[src/rtl/afifo_arb_pkg.sv]
// Shared types and constants for the async-FIFO push arbiter.
//   arb_state_e : flush sequencer states (flush -> recover -> idle)
//   PHASE_CNT_W : width of the flush/recover cycle counter
//   OVR_CNT_W   : width of the saturating overrun counter
package afifo_arb_pkg;

  typedef enum logic [1:0] {
    ST_FLUSH   = 2'd0,
    ST_RECOVER = 2'd1,
    ST_IDLE    = 2'd2
  } arb_state_e;

  // Covers FLUSH_CYCLES / RECOVER_CYCLES up to 256.
  localparam int unsigned PHASE_CNT_W = 8;
  localparam int unsigned OVR_CNT_W   = 16;

endpackage

[src/rtl/rr_arbiter.sv]
// Combinational rotate-priority arbiter.
// The grant goes to the first asserted request at or after ptr_i, modulo N_REQ.
//   req_i     : request vector
//   ptr_i     : highest-priority index
//   en_i      : grant enable; no grant when low
//   gnt_o     : one-hot grant (all-zero when nothing granted)
//   gnt_idx_o : index of the granted request (0 when nothing granted)
module rr_arbiter #(
  parameter int unsigned N_REQ = 4
) (
  input  logic [N_REQ-1:0]         req_i,
  input  logic [$clog2(N_REQ)-1:0] ptr_i,
  input  logic                     en_i,
  output logic [N_REQ-1:0]         gnt_o,
  output logic [$clog2(N_REQ)-1:0] gnt_idx_o
);

  localparam int unsigned IdxW = $clog2(N_REQ);

  logic            found;
  logic [IdxW-1:0] cand;

  always_comb begin
    gnt_o     = '0;
    gnt_idx_o = '0;
    found     = 1'b0;
    cand      = '0;
    for (int unsigned k = 0; k < N_REQ; k++) begin
      cand = IdxW'((32'(ptr_i) + k) % N_REQ);
      if (en_i && !found && req_i[cand]) begin
        found       = 1'b1;
        gnt_o[cand] = 1'b1;
        gnt_idx_o   = cand;
      end
    end
  end

endmodule

[src/rtl/afifo_push_arbiter.sv]
// Shares the write side of one async FIFO between N_REQ requesters in the clock0 domain.
// Round-robin arbitration with flag backpressure; owns the FIFO Async_Flush sequence
// (automatic after reset, on flush_req_i afterwards).
// Build option: define AFIFO_ARB_BURST_EN to let a requester hold the grant for up to
// BURST_LEN consecutive transfers while its valid stays high.
//   clock0_i / reset_i        : clock, synchronous active-high reset
//   req_valid_i/req_data_i    : per-requester words (requester i at [i*DATA_WIDTH +: DATA_WIDTH])
//   req_ready_o               : one-hot accept; transfer = valid & ready
//   flush_req_i/flush_busy_o  : flush request pulse / flushing-or-recovering status
//   grant_id_o                : requester index of the last transfer
//   fifo_din_o/fifo_push_o    : FIFO write data / push (one cycle after the transfer)
//   fifo_flush_o              : FIFO Async_Flush
//   fifo_full_i/fifo_almost_full_i/fifo_overrun_i : FIFO status flags
//   overrun_cnt_o             : saturating count of overrun cycles
module afifo_push_arbiter
  import afifo_arb_pkg::*;
#(
  parameter int unsigned N_REQ          = 4,
  parameter int unsigned DATA_WIDTH     = 18,
  parameter int unsigned FLUSH_CYCLES   = 4,
  parameter int unsigned RECOVER_CYCLES = 4,
  parameter int unsigned BURST_LEN      = 8
) (
  input  logic                        clock0_i,
  input  logic                        reset_i,
  input  logic [N_REQ-1:0]            req_valid_i,
  input  logic [N_REQ*DATA_WIDTH-1:0] req_data_i,
  output logic [N_REQ-1:0]            req_ready_o,
  input  logic                        flush_req_i,
  output logic                        flush_busy_o,
  output logic [$clog2(N_REQ)-1:0]    grant_id_o,
  output logic [DATA_WIDTH-1:0]       fifo_din_o,
  output logic                        fifo_push_o,
  output logic                        fifo_flush_o,
  input  logic                        fifo_full_i,
  input  logic                        fifo_almost_full_i,
  input  logic                        fifo_overrun_i,
  output logic [OVR_CNT_W-1:0]        overrun_cnt_o
);

  localparam int unsigned IdxW = $clog2(N_REQ);

  arb_state_e             state_q, state_d;
  logic [PHASE_CNT_W-1:0] phase_cnt_q, phase_cnt_d;
  logic                   push_q;
  logic [DATA_WIDTH-1:0]  din_q;
  logic [IdxW-1:0]        gid_q;
  logic [IdxW-1:0]        ptr_q, ptr_d;
  logic [OVR_CNT_W-1:0]   ovr_cnt_q, ovr_cnt_d;

  logic                   flush_start;
  logic                   can_push;
  logic [N_REQ-1:0]       gnt;
  logic [IdxW-1:0]        gnt_idx;
  logic                   transfer;
  logic [DATA_WIDTH-1:0]  sel_data;

  function automatic logic [IdxW-1:0] inc_idx(input logic [IdxW-1:0] i);
    return (i == IdxW'(N_REQ - 1)) ? '0 : i + 1'b1;
  endfunction

  // flush_req is only honoured in idle; during flush/recover it is dropped.
  assign flush_start = (state_q == ST_IDLE) && flush_req_i;

  always_comb begin
    state_d     = state_q;
    phase_cnt_d = phase_cnt_q;
    unique case (state_q)
      ST_FLUSH: begin
        if (phase_cnt_q == PHASE_CNT_W'(FLUSH_CYCLES - 1)) begin
          state_d     = ST_RECOVER;
          phase_cnt_d = '0;
        end else begin
          phase_cnt_d = phase_cnt_q + 1'b1;
        end
      end
      ST_RECOVER: begin
        if (phase_cnt_q == PHASE_CNT_W'(RECOVER_CYCLES - 1)) begin
          state_d     = ST_IDLE;
          phase_cnt_d = '0;
        end else begin
          phase_cnt_d = phase_cnt_q + 1'b1;
        end
      end
      ST_IDLE: begin
        if (flush_start) begin
          state_d     = ST_FLUSH;
          phase_cnt_d = '0;
        end
      end
      default: begin
        state_d     = ST_FLUSH;
        phase_cnt_d = '0;
      end
    endcase
  end

  // With almost-full set, allow only one push in flight to cover the flag latency.
  assign can_push = (state_q == ST_IDLE) && !fifo_full_i && !(fifo_almost_full_i && push_q);

  rr_arbiter #(
    .N_REQ (N_REQ)
  ) u_rr_arbiter (
    .req_i     (req_valid_i),
    .ptr_i     (ptr_q),
    .en_i      (can_push),
    .gnt_o     (gnt),
    .gnt_idx_o (gnt_idx)
  );

  assign req_ready_o = gnt;
  assign transfer    = |gnt;

  always_comb begin
    sel_data = '0;
    for (int unsigned i = 0; i < N_REQ; i++) begin
      if (gnt[i]) begin
        sel_data = req_data_i[i*DATA_WIDTH +: DATA_WIDTH];
      end
    end
  end

`ifdef AFIFO_ARB_BURST_EN
  localparam int unsigned BurstW = $clog2(BURST_LEN + 1);

  // While a burst is active (burst_cnt_q != 0) ptr_q points at the burst owner, so the
  // owner keeps top priority; the pointer moves past it once the burst ends.
  logic [BurstW-1:0] burst_cnt_q, burst_cnt_d, burst_next;

  always_comb begin
    ptr_d       = ptr_q;
    burst_cnt_d = burst_cnt_q;
    burst_next  = '0;
    if (transfer) begin
      burst_next = (burst_cnt_q != '0 && gnt_idx == ptr_q) ? burst_cnt_q + 1'b1 : BurstW'(1);
      if (burst_next == BurstW'(BURST_LEN) || flush_start) begin
        ptr_d       = inc_idx(gnt_idx);
        burst_cnt_d = '0;
      end else begin
        ptr_d       = gnt_idx;
        burst_cnt_d = burst_next;
      end
    end else if (burst_cnt_q != '0 && (!req_valid_i[ptr_q] || flush_start)) begin
      // Owner dropped valid (or flush): burst over. A can_push stall alone keeps it alive.
      ptr_d       = inc_idx(ptr_q);
      burst_cnt_d = '0;
    end
  end

  always_ff @(posedge clock0_i) begin
    if (reset_i) begin
      burst_cnt_q <= '0;
    end else begin
      burst_cnt_q <= burst_cnt_d;
    end
  end
`else
  always_comb begin
    ptr_d = ptr_q;
    if (transfer) begin
      ptr_d = inc_idx(gnt_idx);
    end
  end
`endif

  always_comb begin
    ovr_cnt_d = ovr_cnt_q;
    if (fifo_overrun_i && ovr_cnt_q != '1) begin
      ovr_cnt_d = ovr_cnt_q + 1'b1;
    end
  end

  always_ff @(posedge clock0_i) begin
    if (reset_i) begin
      state_q     <= ST_FLUSH;
      phase_cnt_q <= '0;
      push_q      <= 1'b0;
      din_q       <= '0;
      gid_q       <= '0;
      ptr_q       <= '0;
      ovr_cnt_q   <= '0;
    end else begin
      state_q     <= state_d;
      phase_cnt_q <= phase_cnt_d;
      push_q      <= transfer;
      if (transfer) begin
        din_q <= sel_data;
        gid_q <= gnt_idx;
      end
      ptr_q       <= ptr_d;
      ovr_cnt_q   <= ovr_cnt_d;
    end
  end

  assign fifo_flush_o  = (state_q == ST_FLUSH);
  assign flush_busy_o  = (state_q != ST_IDLE);
  assign fifo_push_o   = push_q;
  assign fifo_din_o    = din_q;
  assign grant_id_o    = gid_q;
  assign overrun_cnt_o = ovr_cnt_q;

endmodule

[config.mk]
export PLATFORM = sky130hd
export DESIGN_NAME = afifo_push_arbiter
export DESIGN_NICKNAME = d
export VERILOG_FILES = /design/src/rtl/afifo_arb_pkg.sv /design/src/rtl/rr_arbiter.sv /design/src/rtl/afifo_push_arbiter.sv
export SDC_FILE = /design/constraint.sdc
export NUM_CORES = 1
export LEC_CHECK = 0
export ABC_AREA = 1
export BUFFER_PORTS_ARGS = -buffer_cell sky130_fd_sc_hd__buf_2
export CAP_MARGIN = 20
export CORE_MARGIN = 3
export CORE_UTILIZATION = 45
export CTS_BUF_LIST = sky130_fd_sc_hd__clkbuf_16
export DETAILED_ROUTE_END_ITERATION = 16
export MAX_ROUTING_LAYER = met4
export PLACE_DENSITY = 0.82
export SYNTH_ARGS = -nofsm -noshare
export SYNTH_HDL_FRONTEND = slang
export SYNTH_SLANG_ARGS = --single-unit
[constraint.sdc]
create_clock -name clock0_i -period 2.2 [get_ports clock0_i]
set_input_delay 0.33 -clock clock0_i [delete_from_list [all_inputs] [get_ports clock0_i]]
set_output_delay 0.33 -clock clock0_i [all_outputs]
set_load 0.1 [all_outputs]
==> impl_metrics.xml, run 1 <==
<?xml version="1.0" encoding="UTF-8"?>
<metrics>
  <group name="route">
    <metric name="drcViolationCount" unit="">0</metric>
    <metric name="detailroute.via_count" unit="">4007</metric>
    <metric name="detail_route.wirelength" unit="mm">10.9</metric>
    <metric name="viasPerCell" unit="">5.12</metric>
    <metric name="routed_wire_length_per_instance" unit="um">13.9</metric>
    <metric name="drt_pass1_iterations" unit="">5</metric>
    <metric name="drt.antenna.violating_nets" unit="">0</metric>
    <metric name="detail_route.iter0.violations" unit="">175</metric>
  </group>
  <group name="clocking">
    <metric name="insertion_delay" unit="ns">0.29</metric>
    <metric name="tritoncts" unit="">done</metric>
    <metric name="htree_num_levels" unit="">2</metric>
    <metric name="cts_inserted_buffers" unit="">5</metric>
    <metric name="max-clock-path-buffers" unit="">2</metric>
    <metric name="tritoncts_num_sinks" unit="">49</metric>
    <metric name="path_clk_slew" unit="ns">0.06</metric>
    <metric name="cts_root_buf" unit="">sky130_fd_sc_hd__clkbuf_16</metric>
    <metric name="cts.hold.buffers_added" unit="">0</metric>
  </group>
  <group name="outcome">
    <metric name="status" unit="">finished with violations</metric>
    <metric name="violations_in_the_final_reports" unit="">negative setup slack</metric>
  </group>
  <group name="die">
    <metric name="initial_core_util" unit="%">46.8</metric>
    <metric name="chipWidth" unit="um">90.5</metric>
    <metric name="site_rows" unit="">30</metric>
    <metric name="dieHeight" unit="um">90.5</metric>
    <metric name="core-area" unit="mm2">0.00687</metric>
    <metric name="ioPinCount" unit="">125</metric>
    <metric name="die-area" unit="mm2">0.00819</metric>
  </group>
  <group name="timing">
    <metric name="worst_slack" unit="ns">-0.0868</metric>
    <metric name="timing.final.max_slew_violations" unit="">0</metric>
    <metric name="timing_worst_slew_pin_value" unit="ns">0.505</metric>
    <metric name="slew_headroom" unit="%">66.6</metric>
    <metric name="max_freq" unit="MHz">437</metric>
    <metric name="fin_crit" unit="ns">2.29</metric>
    <metric name="timing.final.setup_violations" unit="">24</metric>
    <metric name="grt_setup_unrepaired" unit="">yes</metric>
    <metric name="fin_worst_skew" unit="ns">0.00665</metric>
    <metric name="min_period_over_period" unit="%">104</metric>
    <metric name="finalHoldViolCount" unit="">0</metric>
    <metric name="timing.hold.ws" unit="ns">0.323</metric>
  </group>
  <group name="worst_setup_path">
    <metric name="startpoint_type" unit="">flop</metric>
    <metric name="worst_path_largest_cell_delay" unit="ns">0.38</metric>
    <metric name="regToRegSetupSlack" unit="ns">-0.07</metric>
    <metric name="worst_ep_arrival_time" unit="ns">1.96</metric>
    <metric name="critical_path.endpoint_type" unit="">output pin</metric>
    <metric name="worst-endpoint-required" unit="ns">1.87</metric>
    <metric name="timing_worst_setup_path_type" unit="">reg2out</metric>
    <metric name="crit_path_cell_trace" unit="">inv_6 -&gt; ha_4 -&gt; nand3_2 -&gt; nand2_4 -&gt; inv_6 -&gt; nor2_4 -&gt; nand3_2 -&gt; nand3_4 -&gt; buf_6 -&gt; buf_12</metric>
    <metric name="critical_path.slowest_cell" unit="">sky130_fd_sc_hd__dfxtp_4</metric>
    <metric name="path_max_fanout" unit="">6</metric>
    <metric name="r2r.worst_path.cells" unit="">16</metric>
  </group>
  <group name="grt">
    <metric name="initial_antenna_violation_count" unit="">0</metric>
    <metric name="vias_in_the_first_global_route" unit="">3613</metric>
    <metric name="global_route.overflow_total" unit="">0</metric>
    <metric name="grt_overall_usage" unit="%">24.5</metric>
    <metric name="pin_count_of_the_biggest_net_entering_global_routing" unit="">28</metric>
    <metric name="global_route_wire_length_before_repair" unit="mm">16.3</metric>
  </group>
  <group name="job">
    <metric name="drv.max_cap_violation_count" unit="">0</metric>
  </group>
  <group name="synth">
    <metric name="yosysWarningCount" unit="">0</metric>
    <metric name="sequential_area_share_after_synthesis" unit="%">30.5</metric>
    <metric name="synth_area_leaders" unit="">sky130_fd_sc_hd__dfxtp_1 (31%), sky130_fd_sc_hd__nand2_1 (24%), sky130_fd_sc_hd__a21oi_1 (8.7%)</metric>
    <metric name="yosys.area.top_type" unit="">sky130_fd_sc_hd__dfxtp_1</metric>
    <metric name="register_bit_count_reported_by_yosys" unit="">49</metric>
    <metric name="synthesis.area" unit="mm2">0.00321</metric>
    <metric name="synthesis.instances" unit="">533</metric>
    <metric name="post-synth-top-area-fraction" unit="%">30.5</metric>
    <metric name="synth_cell_type_count" unit="">29</metric>
    <metric name="syn_avg_cell_area" unit="um2">6.03</metric>
    <metric name="mappedNetlistNets" unit="">623</metric>
  </group>
  <group name="hold_path">
    <metric name="whs_path_depth" unit="">4</metric>
    <metric name="worstHoldEndpoint" unit="">phase_cnt_q[1]$_SDFFE_PP0P_</metric>
    <metric name="min_path_type" unit="">in2reg</metric>
    <metric name="worstHoldStart" unit="">flush_req_i</metric>
  </group>
  <group name="final_layout">
    <metric name="drive_above_1_share" unit="%">34.3</metric>
    <metric name="nNetsFinal" unit="">776</metric>
    <metric name="final.fill_count" unit="">576</metric>
    <metric name="layoutNonFillerInstCount" unit="">782</metric>
    <metric name="areaGrowthSynthToFinish" unit="%">46.4</metric>
    <metric name="n_antenna_cell" unit="">0</metric>
  </group>
  <group name="place">
    <metric name="placedCellCount" unit="">752</metric>
    <metric name="dp_hpwl" unit="mm">7.54</metric>
    <metric name="io_buffers" unit="">124</metric>
    <metric name="final_weighted_congestion_in_routability_driven_placement" unit="">0.933</metric>
  </group>
  <group name="pwr">
    <metric name="pwr_density_cell" unit="mW/mm2">426</metric>
    <metric name="total_power" unit="W">0.00200</metric>
    <metric name="power.ir.vdd_worst" unit="uV">363</metric>
    <metric name="leakage" unit="nW">2.53</metric>
  </group>
</metrics>
==> power breakdown <==
part | leakage, nW | switching (W) | internal [W]
clock | 0.0797 | 0.000327 | 0.000528
combinational | 2.05 | 0.000143 | 0.0000967
sequential | 0.402 | 0.0000108 | 0.000897
total | 2.53 | 0.000480 | 0.00152
==> cells in the final DEF (no fill, tap or decap), drive strengths merged <==
cell / synthesis / layout
nand2: 207 / 207
buf: 16 / 162
nor2: 65 / 66
a21oi: 56 / 56
inv: 56 / 56
dfxtp: 49 / 49
nand3: 30 / 30
o21ai: 13 / 13
nor3: 11 / 11
ha: 8 / 8
clkbuf: 3 / 7
nand4: 6 / 6
nor4: 3 / 3
a31oi: 2 / 2
and3: 2 / 2
nor3b: 2 / 2
o211a: 1 / 1
o21a: 1 / 1
o221a: 1 / 1
xor2: 1 / 1
clkinv: 0 / 1
bufinv: 0 / 1
==> worst max path at each step <==
stage | cells past startpoint | from | slack (ns) | endpoint
2_1_floorplan | 9 | overrun_cnt_o[9]$_SDFFE_PP0P_ | -0.03 | overrun_cnt_o[9]$_SDFFE_PP0P_
3_5_place_dp | 17 | flop | 0.002 | fifo_din_o[12]$_SDFFE_PP0P_
6_report | 10 | flop | -0.09 | req_ready_o[2]
5_1_grt | 16 | flop | -0.17 | flop
3_3_place_gp | 11 | flop | 0.08 | req_ready_o[0]
4_1_cts | 11 | ptr_q[1]$_SDFFE_PP0P_ | -0.03 | req_ready_o[2]
==> registers in the layout (all words and copies together) (netlist names), named ones only <==
| name | flops |
|---|---|
| ptr_q | 1 |
| overrun_cnt_o | 16 |
| phase_cnt_q | 8 |
| grant_id_o | 2 |
| state_q | 2 |
| fifo_push_o | 1 |
| fifo_din_o | 18 |
==> synthesized netlist by cell type <==
cell and instances:
sky130_fd_sc_hd__nand2_4 1, sky130_fd_sc_hd__xor2_1 1, sky130_fd_sc_hd__o221a_2 1, sky130_fd_sc_hd__dfxtp_1 49, sky130_fd_sc_hd__nand2_1 202, sky130_fd_sc_hd__nand4_1 6
sky130_fd_sc_hd__clkbuf_1 3, sky130_fd_sc_hd__buf_2 1, sky130_fd_sc_hd__nor2_1 56, sky130_fd_sc_hd__nand3_2 4, sky130_fd_sc_hd__nor2_4 1, sky130_fd_sc_hd__o21ai_1 1
sky130_fd_sc_hd__ha_1 8, sky130_fd_sc_hd__o21ai_0 12, sky130_fd_sc_hd__nor3b_1 2, sky130_fd_sc_hd__nand2_2 4, sky130_fd_sc_hd__and3_1 2, sky130_fd_sc_hd__buf_6 6
sky130_fd_sc_hd__o21a_1 1, sky130_fd_sc_hd__a21oi_1 56, sky130_fd_sc_hd__buf_4 9, sky130_fd_sc_hd__o211a_1 1, sky130_fd_sc_hd__a31oi_1 2, sky130_fd_sc_hd__nor3_1 11
sky130_fd_sc_hd__inv_2 5, sky130_fd_sc_hd__nor2_2 8, sky130_fd_sc_hd__inv_1 51, sky130_fd_sc_hd__nand3_1 26, sky130_fd_sc_hd__nor4_1 3
==> metrics by stage <==
| stage | cell area (um2) | setup WS (ns) | setup TNS, ns | util [%] |
|---|---|---|---|---|
| 6_report | 4700 | -0.0868 | -0.967 | 68.5 |
| 5_1_grt | 4700 | -0.170 | -3.53 | 68.5 |
| 4_1_cts | 4490 | -0.0340 | -0.0613 | 65.4 |
| 3_5_place_dp | 4070 | 0.00194 | 0 | 59.3 |
| 3_3_place_gp | 4070 | 0.0822 | 0 | 59.3 |
| 2_1_floorplan | 3260 | -0.0271 | -0.0271 | - |
==> cell type report <==
type / count / area (um2) / area share, %
timing repair buffer: 164 / 1120 / 23.9
clock inverter: 2 / 35.0 / 0.745
multi-input combinational: 410 / 2070 / 44.1
tap: 96 / 120 / 2.55
clock buffer: 5 / 125 / 2.66
sequential: 49 / 998 / 21.2
inverter: 56 / 228 / 4.84
==> what timing repair did <==
item / CTS / global route
buffers inserted: 10 / 9
resized for setup: 36 / 32
hold endpoints to repair: 0 / 0
setup endpoints to repair: 5 / 25
pin swaps: 12 / 8
gates cloned: 2 / 3
==> kinds of logic after synthesis <==
| logic type | Yosys count | synth area share, % |
|---|---|---|
| compound gates | 74 | 12.0 |
| buf+inv | 75 | 11.3 |
| simple gates | 326 | 42.8 |
| flops | 49 | 30.5 |
| xor+xnor | 1 | 0.273 |
| fa+ha+maj | 8 | 3.12 |
==> critical path: cells and delay by family (launching register included) <==
kind | cells | cell delay (ns)
flip-flops | 1 | 0.38
adder cells (fa/ha/maj) | 1 | 0.29
AND/OR/NAND/NOR | 5 | 0.61
buffers and inverters | 4 | 0.38
==> per-layer routing <==
metal	track usage, %	share of wire, %
met5	-	0
met4	7.53	2.2
met3	4.75	7.3
met2	41.4	49
met1	29.4	42
Power figures use the tool's default switching activity.
==> inputs of run 2 (changes only) <==
- ABC_AREA: 1 -> default
- CORE_UTILIZATION: 45 -> 44
- PLACE_DENSITY: 0.82 -> 0.81
==> run 2 against run 1 <==
Synthesized area fell by 3.2%. Critical path depth shrank 1. Critical path type unchanged. Combinational power is 12% higher. Die area down 0.93%. The flow still finishes with violations (negative setup slack).
==> impl_metrics.xml, run 2 <==
<?xml version="1.0" encoding="UTF-8"?>
<metrics>
  <group name="clocking">
    <metric name="path_clk_slew" unit="ns">0.07</metric>
    <metric name="htree_num_levels" unit="">2</metric>
    <metric name="tritoncts" unit="">done</metric>
    <metric name="max-clock-path-buffers" unit="">2</metric>
    <metric name="cts.hold.buffers_added" unit="">0</metric>
    <metric name="cts_root_buf" unit="">sky130_fd_sc_hd__clkbuf_16</metric>
    <metric name="cts_inserted_buffers" unit="">5</metric>
    <metric name="insertion_delay" unit="ns">0.29</metric>
    <metric name="tritoncts_num_sinks" unit="">49</metric>
  </group>
  <group name="synth">
    <metric name="dominantRegCellSynth" unit="">sky130_fd_sc_hd__dfxtp_1</metric>
    <metric name="register_bit_count_reported_by_yosys" unit="">49</metric>
    <metric name="syn_avg_cell_area" unit="um2">8.69</metric>
    <metric name="synthesis.instances" unit="">358</metric>
    <metric name="synth-edff-count" unit="">0</metric>
    <metric name="yosysWarningCount" unit="">0</metric>
    <metric name="ys_async_sr_fraction" unit="%">0</metric>
    <metric name="synthesis.area" unit="mm2">0.00311</metric>
    <metric name="synth_most_common_cell" unit="">sky130_fd_sc_hd__nor2_1</metric>
    <metric name="post-synth-top-area-fraction" unit="%">31.5</metric>
    <metric name="synth_area_leaders" unit="">sky130_fd_sc_hd__dfxtp_1 (32%), sky130_fd_sc_hd__nor2_1 (6.9%), sky130_fd_sc_hd__o221ai_1 (4.8%)</metric>
    <metric name="yosys.area.top_type" unit="">sky130_fd_sc_hd__dfxtp_1</metric>
    <metric name="sequential_area_share_after_synthesis" unit="%">31.5</metric>
    <metric name="mappedNetlistNets" unit="">448</metric>
    <metric name="synth_cell_type_count" unit="">53</metric>
    <metric name="yosys-top-cells-count" unit="">sky130_fd_sc_hd__nor2_1 (57), sky130_fd_sc_hd__dfxtp_1 (49), sky130_fd_sc_hd__nand2_1 (34)</metric>
  </group>
  <group name="final_layout">
    <metric name="final-seq-area" unit="mm2">0.00102</metric>
    <metric name="layoutNonFillerInstCount" unit="">625</metric>
    <metric name="drive_above_1_share" unit="%">54.6</metric>
    <metric name="largest_register_ffs" unit="">18</metric>
    <metric name="nNetsFinal" unit="">618</metric>
    <metric name="n_antenna_cell" unit="">0</metric>
    <metric name="areaGrowthSynthToFinish" unit="%">60.1</metric>
    <metric name="mostFrequentLayoutCells" unit="">sky130_fd_sc_hd__buf_2 (120), sky130_fd_sc_hd__nor2_1 (50), sky130_fd_sc_hd__buf_4 (38), sky130_fd_sc_hd__nand2_1 (34), sky130_fd_sc_hd__dfxtp_1 (31)</metric>
    <metric name="commonest_non_fill_non_tap_cell_in_the_layout" unit="">sky130_fd_sc_hd__buf_2</metric>
    <metric name="final.fill_count" unit="">469</metric>
    <metric name="multi_input_area" unit="mm2">0.00228</metric>
  </group>
  <group name="die">
    <metric name="die-area" unit="mm2">0.00811</metric>
    <metric name="core-area" unit="mm2">0.00683</metric>
    <metric name="ioPinCount" unit="">125</metric>
    <metric name="initial_core_util" unit="%">45.5</metric>
    <metric name="dieHeight" unit="um">90.1</metric>
    <metric name="site_rows" unit="">30</metric>
    <metric name="chipWidth" unit="um">90.1</metric>
  </group>
  <group name="timing">
    <metric name="timing.final.setup_violations" unit="">27</metric>
    <metric name="slew_headroom" unit="%">55.1</metric>
    <metric name="fin_crit" unit="ns">2.96</metric>
    <metric name="timing_worst_slew_pin_value" unit="ns">0.674</metric>
    <metric name="fin_worst_skew" unit="ns">0.00703</metric>
    <metric name="max_freq" unit="MHz">338</metric>
    <metric name="setup_tns" unit="ns">-18.59</metric>
    <metric name="timing.final.max_slew_violations" unit="">0</metric>
    <metric name="grt_setup_unrepaired" unit="">yes</metric>
    <metric name="finalHoldViolCount" unit="">0</metric>
    <metric name="worst_slack" unit="ns">-0.758</metric>
    <metric name="min_period_over_period" unit="%">134</metric>
  </group>
  <group name="grt">
    <metric name="grt_overall_usage" unit="%">25.4</metric>
    <metric name="global_route.overflow_total" unit="">0</metric>
    <metric name="global_route_wire_length_before_repair" unit="mm">16.7</metric>
    <metric name="vias_in_the_first_global_route" unit="">3632</metric>
    <metric name="pin_count_of_the_biggest_net_entering_global_routing" unit="">28</metric>
    <metric name="initial_antenna_violation_count" unit="">0</metric>
  </group>
  <group name="route">
    <metric name="detailroute.via_count" unit="">3504</metric>
    <metric name="routed_wire_length_per_instance" unit="um">16.9</metric>
    <metric name="drt_pass1_iterations" unit="">4</metric>
    <metric name="detail_route.iter0.violations" unit="">159</metric>
    <metric name="detail_route.wirelength" unit="mm">10.5</metric>
    <metric name="viasPerCell" unit="">5.61</metric>
    <metric name="drt.antenna.violating_nets" unit="">0</metric>
    <metric name="drcViolationCount" unit="">0</metric>
  </group>
  <group name="place">
    <metric name="placedCellCount" unit="">595</metric>
    <metric name="final_weighted_congestion_in_routability_driven_placement" unit="">0.876</metric>
    <metric name="pre_cts_slack" unit="ns">-0.666</metric>
    <metric name="io_buffers" unit="">124</metric>
    <metric name="dp_hpwl" unit="mm">6.86</metric>
  </group>
  <group name="worst_setup_path">
    <metric name="timing_worst_setup_path_type" unit="">reg2out</metric>
    <metric name="startpoint_type" unit="">flop</metric>
    <metric name="critical_path.endpoint_type" unit="">output pin</metric>
    <metric name="worst-endpoint-required" unit="ns">1.87</metric>
    <metric name="worst_ep_arrival_time" unit="ns">2.63</metric>
    <metric name="path_max_fanout" unit="">4</metric>
  </group>
  <group name="pwr">
    <metric name="power.ir.vdd_worst" unit="uV">387</metric>
    <metric name="leakage" unit="nW">2.14</metric>
    <metric name="total_power" unit="W">0.00193</metric>
    <metric name="pwr_density_cell" unit="mW/mm2">388</metric>
  </group>
  <group name="hold_path">
    <metric name="min_path_type" unit="">in2reg</metric>
  </group>
  <group name="job">
    <metric name="drv.max_cap_violation_count" unit="">0</metric>
  </group>
  <group name="outcome">
    <metric name="status" unit="">finished with violations</metric>
    <metric name="violations_in_the_final_reports" unit="">negative setup slack</metric>
  </group>
</metrics>
run 2: layout make-up:
cell class                      count  share of cell area, %
Sequential cell                    49                   20.6
Timing Repair Buffer              187                   27.4
Inverter                           10                   1.06
Tap cell                           96                   2.41
Clock inverter                      3                  0.377
Clock buffer                        5                   2.51
Multi-Input combinational cell    275                   45.7
run 2: cell families (layout without fill, tap and decap cells):
kind of cell    count (synthesis)  in the layout  share of synthesized area, %
compound gates                 85             85                          23.6
fa+ha+maj                       8              8                          3.22
xor+xnor                       19             19                          5.35
flops                          49             49                          31.5
buf+inv                        34            205                          6.07
simple gates                  153            153                          25.7
mux                            10             10                          4.51
run 2: critical path, cell delays in order, from the launching register on:
cell and delay, ns:
sky130_fd_sc_hd__dfxtp_4 0.37, sky130_fd_sc_hd__inv_6 0.04, sky130_fd_sc_hd__ha_4 0.27, sky130_fd_sc_hd__mux4_2 0.55
sky130_fd_sc_hd__nand3b_4 0.24, sky130_fd_sc_hd__nor3b_4 0.34, sky130_fd_sc_hd__a221oi_4 0.13, sky130_fd_sc_hd__buf_6 0.15
sky130_fd_sc_hd__clkinvlp_4 0.08, sky130_fd_sc_hd__buf_12 0.17
run 2: final timing paths:
| kind | start | endpoint | slack [ns] | cells after the start |
|---|---|---|---|---|
| worst min-delay path | req_data_i[62] | fifo_din_o[8]$_SDFFE_PP0P_ | 0.31 | 3 |
| worst max register to register | flop | fifo_din_o[1]$_SDFFE_PP0P_ | -0.72 | 11 |
| worst max-delay path | flop | req_ready_o[0] | -0.76 | 9 |
| worst min register to register | fifo_din_o[10]$_SDFFE_PP0P_ | fifo_din_o[10]$_SDFFE_PP0P_ | 0.52 | 2 |
run 2: timing repair:
item,4_1_cts,5_1_grt
setup buffers,15,6
pin swaps,15,23
setup endpoints to repair,27,27
cloned,3,0
gates resized for setup,39,29
run 2: power by group:
| group | internal [W] | switching (W) | total [W] |
|---|---|---|---|
| Combinational | 0.000120 | 0.000151 | 0.000270 |
| Clock | 0.000418 | 0.000341 | 0.000759 |
| Sequential | 0.000893 | 0.0000116 | 0.000904 |
run 2: stage by stage:
step	utilization, %	area [um2]	hold slack, ns
after global placement	63.1	4310	0.475
after floorplan	-	3310	0.479
final	72.9	4980	0.313
after CTS	70.9	4840	0.307
after detailed placement	63.1	4310	0.487
after global routing	72.9	4980	0.332
run 2: routing by layer:
| metal | up-vias | global-route usage [%] | routed length [um] |
|---|---|---|---|
| li1 | 1652 | - | - |
| met1 | 1663 | 29.0 | 4070 |
| met2 | 167 | 43.7 | 5340 |
| met3 | 22 | 5.61 | 861 |
| met4 | 0 | 8.93 | 274 |
| met5 | - | - | 0 |
